**config.mk**
```make
export PLATFORM = sky130hd
export DESIGN_NAME = timer_cmp
export DESIGN_NICKNAME = d
export VERILOG_FILES = /design/src/rtl/timer_cmp.sv
export SDC_FILE = /design/constraint.sdc
export NUM_CORES = 1
export LEC_CHECK = 0
export BUFFER_PORTS_ARGS = -buffer_cell sky130_fd_sc_hd__buf_2
export CORE_MARGIN = 10
export CORE_UTILIZATION = 25
export CTS_CLUSTER_SIZE = 16
export DETAILED_ROUTE_END_ITERATION = 7
export GPL_ROUTABILITY_DRIVEN = 1
export PLACE_DENSITY = 0.5
export SLEW_MARGIN = 40
export SYNTH_ARGS = -nofsm -noshare
export SYNTH_HDL_FRONTEND = slang
export SYNTH_SLANG_ARGS = --single-unit
```
**constraint.sdc**
```tcl
create_clock -name clk -period 6.6 [get_ports clk]
set_clock_uncertainty 0.05 [all_clocks]
set_input_delay 0.33 -clock clk [delete_from_list [all_inputs] [get_ports clk]]
set_output_delay 0.33 -clock clk [all_outputs]
set_load 0.01 [all_outputs]
```
**src/rtl/timer_cmp.sv**
```systemverilog
// timer_cmp: 64-bit compare/interrupt unit on the timer's cycle count, with one-shot or periodic reload.
// Latency: bus access fires in the 2nd valid cycle; irq rises the cycle after a match. Backpressure: ready is held low on the 1st valid cycle and after each fire.
module timer_cmp #(
    parameter logic [63:0] RESET_CMP    = 64'hFFFF_FFFF_FFFF_FFFF,
    parameter logic [63:0] RESET_PERIOD = 64'd0
) (
    input  logic        clk,
    input  logic        reset,
    input  logic [63:0] count,
    input  logic        valid,
    output logic        ready,
    input  logic [31:0] addr,
    output logic [31:0] rdata,
    input  logic [31:0] wdata,
    input  logic [3:0]  wstrb,
    output logic        irq
);

    localparam logic [2:0] IDX_CMP_LO = 3'd0;
    localparam logic [2:0] IDX_CMP_HI = 3'd1;
    localparam logic [2:0] IDX_PER_LO = 3'd2;
    localparam logic [2:0] IDX_PER_HI = 3'd3;
    localparam logic [2:0] IDX_CTRL   = 3'd4;
    localparam logic [2:0] IDX_STATUS = 3'd5;
    localparam logic [2:0] IDX_CNT_LO = 3'd6;
    localparam logic [2:0] IDX_CNT_HI = 3'd7;

    logic [63:0] cmp;
    logic [63:0] period;
    logic        enable;
    logic        periodic;
    logic        irq_en;
    logic        pending;
    logic [31:0] cnt_hi_latch;
    logic        hs;

    logic [63:0] cmp_nxt;
    logic [63:0] period_nxt;
    logic        enable_nxt;
    logic        periodic_nxt;
    logic        irq_en_nxt;
    logic        pending_nxt;
    logic [31:0] cnt_hi_latch_nxt;

    logic [2:0]  idx;
    logic        fire;
    logic        wr_fire;
    logic        rd_fire;
    logic        match;
    logic        reload;
    logic [31:0] rd_mux;
    logic        unused_addr;

    function automatic logic [31:0] merge_bytes(
        input logic [31:0] old_val,
        input logic [31:0] new_val,
        input logic [3:0]  strb
    );
        logic [31:0] res;
        res = old_val;
        for (int b = 0; b < 4; b++) begin
            if (strb[b]) begin
                res[8*b +: 8] = new_val[8*b +: 8];
            end
        end
        return res;
    endfunction

    assign idx         = addr[4:2];
    assign unused_addr = ^{addr[31:5], addr[1:0]};

    assign ready   = hs & valid;
    assign fire    = valid & ready;
    assign wr_fire = fire & (|wstrb);
    assign rd_fire = fire & ~(|wstrb);

    assign match  = enable & (count >= cmp);
    assign reload = periodic & (period != 64'd0);

    assign irq = pending & irq_en;

    always_comb begin
        rd_mux = 32'd0;
        case (idx)
            IDX_CMP_LO: rd_mux = cmp[31:0];
            IDX_CMP_HI: rd_mux = cmp[63:32];
            IDX_PER_LO: rd_mux = period[31:0];
            IDX_PER_HI: rd_mux = period[63:32];
            IDX_CTRL:   rd_mux = {29'd0, irq_en, periodic, enable};
            IDX_STATUS: rd_mux = {31'd0, pending};
            IDX_CNT_LO: rd_mux = count[31:0];
            IDX_CNT_HI: rd_mux = cnt_hi_latch;
            default:    rd_mux = 32'd0;
        endcase
    end

    // Read data reflects pre-write state because it is muxed from the current registers.
    assign rdata = ready ? rd_mux : 32'd0;

    always_comb begin
        cmp_nxt          = cmp;
        period_nxt       = period;
        enable_nxt       = enable;
        periodic_nxt     = periodic;
        irq_en_nxt       = irq_en;
        pending_nxt      = pending;
        cnt_hi_latch_nxt = cnt_hi_latch;

        if (match) begin
            if (reload) begin
                cmp_nxt = cmp + period;
            end else begin
                enable_nxt = 1'b0;
            end
        end

        // Bus writes are applied after the match update so the bus wins on collisions.
        if (wr_fire) begin
            case (idx)
                IDX_CMP_LO: cmp_nxt[31:0]    = merge_bytes(cmp_nxt[31:0], wdata, wstrb);
                IDX_CMP_HI: cmp_nxt[63:32]   = merge_bytes(cmp_nxt[63:32], wdata, wstrb);
                IDX_PER_LO: period_nxt[31:0] = merge_bytes(period[31:0], wdata, wstrb);
                IDX_PER_HI: period_nxt[63:32] = merge_bytes(period[63:32], wdata, wstrb);
                IDX_CTRL: begin
                    if (wstrb[0]) begin
                        enable_nxt   = wdata[0];
                        periodic_nxt = wdata[1];
                        irq_en_nxt   = wdata[2];
                    end
                end
                IDX_STATUS: begin
                    if (wstrb[0] && wdata[0]) begin
                        pending_nxt = 1'b0;
                    end
                end
                default: ;
            endcase
        end

        if (match) begin
            pending_nxt = 1'b1;
        end

        if (rd_fire && (idx == IDX_CNT_LO)) begin
            cnt_hi_latch_nxt = count[63:32];
        end
    end

    always_ff @(posedge clk) begin
        if (reset) begin
            cmp          <= RESET_CMP;
            period       <= RESET_PERIOD;
            enable       <= 1'b0;
            periodic     <= 1'b0;
            irq_en       <= 1'b0;
            pending      <= 1'b0;
            cnt_hi_latch <= 32'd0;
            hs           <= 1'b0;
        end else begin
            cmp          <= cmp_nxt;
            period       <= period_nxt;
            enable       <= enable_nxt;
            periodic     <= periodic_nxt;
            irq_en       <= irq_en_nxt;
            pending      <= pending_nxt;
            cnt_hi_latch <= cnt_hi_latch_nxt;
            hs           <= valid & ~ready;
        end
    end

endmodule

```
==> out/results.txt <==
status -> finished clean
cell-internal power -> 1.650 mW
count of final max-slew check failures -> 0
largest fanout on the critical path -> 33
DIE HEIGHT -> 247.0 um
GR Util All Layers -> 0.1852
area of the core region -> 0.05120 mm2
slowest cell on the critical path -> sky130_fd_sc_hd__or2_2
maximum buffer depth of the clock tree -> 2
setup violators final -> 0
largest net degree at the start of global routing -> 64
dominant synthesized flop cell -> sky130_fd_sc_hd__dfxtp_1
count of maximum capacitance violations -> 0
Post-Layout Inst Area -> 0.01486 mm2
hold buffer count at cts -> 0
Die X -> 247.0 um
sequential element share of the synthesized area -> 0.2564
Buffers & Inverters on Critical Path -> 2
Mapped Avg Cell Area -> 7.152 um2
global-route layer with the greatest usage -> met2
placer's final routability congestion estimate -> 0.9566
layout overhead on the synthesized area -> 15.38%
drc violations -> 0
synthesized netlist net count -> 2064
Post-Synthesis Cells -> 1801
final critical path time including I/O delays and setup -> 4.602 ns
Yosys cell types -> 68
met2 Track Usage GR -> 0.2989
H-tree depth reported by CTS -> 4
part of the power in the clock network -> 0.434
Post-synth EDFFs -> 0
data arrival time at the worst-slack endpoint -> 4.87 ns
number of flip-flops and latches in the synthesized netlist -> 165
fraction of power spent switching nets -> 0.3012
biggest cell delay along the critical path -> 0.78 ns
Post-Route Utilization -> 0.2903
Worst Max-Slew Pin Slew -> 0.8670 ns
Combinational Power Share -> 0.140
switching power -> 0.7113 mW
sequential fraction of design power -> 0.426
number of antenna cells inserted -> 0
routed vias/inst -> 5.555
total number of vias -> 14330
hold violation total from the final report -> 0
total placed instance area -> 0.01427 mm2
startpoint kind of the worst setup timing path -> register
number of rows created at floorplan -> 83
initial antenna violation count -> 0
TritonCTS clock tree -> yes
most frequent cells in the layout -> sky130_fd_sc_hd__nand2_1 (316), sky130_fd_sc_hd__a21oi_1 (226), sky130_fd_sc_hd__dfxtp_1 (165)
endpoint kind of the worst setup timing path -> register
total half-perimeter wirelength after legalization and detailed placement -> 46950 um
post-route ant nets -> 0
effective utilization at floorplan -> 0.2516
RSZ-0062 raised after global routing -> false
fraction of registers with async set/reset -> 0
post-CTS resize count -> 0
Remaining Overflow, GRT -> 0
final-layout setup total negative slack -> 0 ns
# IOs -> 169
Worst Hold Class -> in2reg
Pre-antenna DRT Iters -> 6
setup slack after placement -> 1.838 ns
clock latency on the worst-skew pair -> 0.46 ns
most frequent cell on the critical path -> sky130_fd_sc_hd__o21ai_0
commonest non-fill, non-tap cell in the layout -> sky130_fd_sc_hd__nand2_1
final net count -> 2150
DRT iter0 DRCs -> 1573
worst setup path category -> reg2reg
CTS Root Cell -> sky130_fd_sc_hd__clkbuf_16
Max Freq -> 217.3 MHz
power per cell area -> 158.9 mW/mm2
post-CTS setup-driven buffer insertion count -> 0
met3 track utilization from global routing -> 0.03366
gate family responsible for the most delay along the worst path -> compound AO/OA/AOI/OAI gates
total leakage power -> 6.584 nW
final wirelength -> 58320 um
critical path cell sequence -> inv_1, ha_1, a2111oi_0, o21ai_0, a221oi_1, a22oi_1, o41ai_2, or2_2, buf_4, nor2_1, a211oi_1, o21ai_0
# clock sinks -> 165
Period Utilization, post-route -> 0.6973
filler cell count in the final layout -> 5592
total of warnings raised by yosys -> 0
via count of the first global-routing pass -> 13840
worst rel slew slack -> 0.4193
worst endpoint required time -> 6.87 ns
clock slew at reported path FFs -> 0.07 ns
number of buffers created by CTS -> 17
full die area -> 0.06100 mm2
global-route wire length before repair -> 86680 um
VDD IR-drop max -> 0.0001854 V
share of layout cells above drive strength 1 -> 0.1089
setup ws final -> 1.998 ns
Port Buffers -> 139
met1 routing resource usage after global routing -> 0.2401
post-synthesis instance area -> 0.01288 mm2
DR WL/cell -> 22.60 um
## cell type report
| type | instances | area [um2] | share of cell area |
|---|---|---|---|
| inverters | 89 | 334.1 | 0.02248 |
| flip-flops and latches | 165 | 3303 | 0.2223 |
| repair buffers | 155 | 830.8 | 0.05590 |
| well taps | 680 | 850.8 | 0.05725 |
| clock buffers | 18 | 439.2 | 0.02955 |
| clock inverters | 14 | 138.9 | 0.009345 |
| multi-input cells | 1459 | 8965 | 0.6032 |
## flip-flops by register name, indices dropped and copies added (netlist names)
signal / count
cmp: 64
period: 64
irq_en: 1
enable: 1
pending: 1
periodic: 1
hs: 1
cnt_hi_latch: 32
## power by group through the flow
| stage | Combinational, mW | Sequential [mW] | Clock [mW] |
|---|---|---|---|
| 6_report | 0.331 | 1.00 | 1.03 |
| 5_1_grt | 0.353 | 1.00 | 1.07 |
| 4_1_cts | 0.324 | 1.00 | 1.04 |
| 3_5_place_dp | 0.322 | 1.03 | 0 |
| 3_3_place_gp | 0.320 | 1.03 | 0 |
| 2_1_floorplan | 0.178 | 1.02 | 0 |
## metal layers
layer  routed length, um  part of all wire
met5                   0                 0
met3                4924             0.084
met2               26710              0.46
met1               24860              0.43
met4                1823             0.031
## cell usage after synthesis (4+ instances only)
master	number	share of area
sky130_fd_sc_hd__a211o_1	4	0.0027
sky130_fd_sc_hd__a211oi_1	39	0.023
sky130_fd_sc_hd__a21boi_0	4	0.0023
sky130_fd_sc_hd__a21o_1	22	0.013
sky130_fd_sc_hd__a21oi_1	226	0.088
sky130_fd_sc_hd__a22oi_1	89	0.052
sky130_fd_sc_hd__a311oi_1	4	0.0027
sky130_fd_sc_hd__a31oi_1	44	0.021
sky130_fd_sc_hd__and3_1	9	0.0044
sky130_fd_sc_hd__clkbuf_1	85	0.025
sky130_fd_sc_hd__dfxtp_1	165	0.26
sky130_fd_sc_hd__ha_1	127	0.12
sky130_fd_sc_hd__inv_1	88	0.026
sky130_fd_sc_hd__mux2i_1	10	0.0078
sky130_fd_sc_hd__nand2_1	316	0.092
sky130_fd_sc_hd__nand2b_1	8	0.0039
sky130_fd_sc_hd__nand3_1	39	0.015
sky130_fd_sc_hd__nand4_1	37	0.018
sky130_fd_sc_hd__nor2_1	142	0.041
sky130_fd_sc_hd__nor2b_1	7	0.0034
sky130_fd_sc_hd__nor3_1	20	0.0078
sky130_fd_sc_hd__nor4_1	28	0.014
sky130_fd_sc_hd__o211ai_1	25	0.015
sky130_fd_sc_hd__o21a_1	13	0.0076
sky130_fd_sc_hd__o21ai_0	93	0.036
sky130_fd_sc_hd__o21ai_1	5	0.0019
sky130_fd_sc_hd__o21bai_1	11	0.0064
sky130_fd_sc_hd__o22ai_1	4	0.0019
sky130_fd_sc_hd__o311ai_0	4	0.0027
sky130_fd_sc_hd__o31ai_1	13	0.0076
sky130_fd_sc_hd__o41ai_1	5	0.0034
sky130_fd_sc_hd__or3_1	10	0.0049
sky130_fd_sc_hd__xnor2_1	24	0.016
sky130_fd_sc_hd__xor2_1	26	0.018
## worst paths after layout
check | startpoint | end | slack (ns) | depth (start not counted)
setup / recovery | cmp[47] | cmp[39] | 2.00 | 12
hold / removal | count[44] | cnt_hi_latch[12] | 0.08 | 3
setup reg to reg | cmp[47] | cmp[39] | 2.00 | 12
hold reg to reg | hs | hs | 0.39 | 1
## metrics by stage
step | std cells | total power [mW] | hold WS, ns
after floorplan | 1801 | 1.202 | 0.3624
after global placement | 2548 | 1.348 | 0.3745
after detailed placement | 2548 | 1.350 | 0.3859
after CTS | 2580 | 2.365 | 0.06123
after global routing | 2580 | 2.425 | 0.07584
final | 2580 | 2.361 | 0.07576
## logic make-up (layout without fill, tap and decap cells)
group	after synthesis	in the layout	share of synthesized area
xor+xnor	50	50	0.03400
fa+ha+maj	128	128	0.1249
compound gates	630	630	0.3049
buf+inv	177	276	0.05177
mux	11	11	0.008645
flops	165	165	0.2564
simple gates	640	640	0.2193
## worst reg2reg max path: cells and delay by family (launching register included)
kind	cells	cell delay [ns]
and+or+nand+nor	2	0.87
buffers and inverters	2	0.51
AOI/OAI and AO/OA	7	2.35
adders and majority gates	1	0.32
DFF	1	0.36
Power figures use the tool's default switching activity.
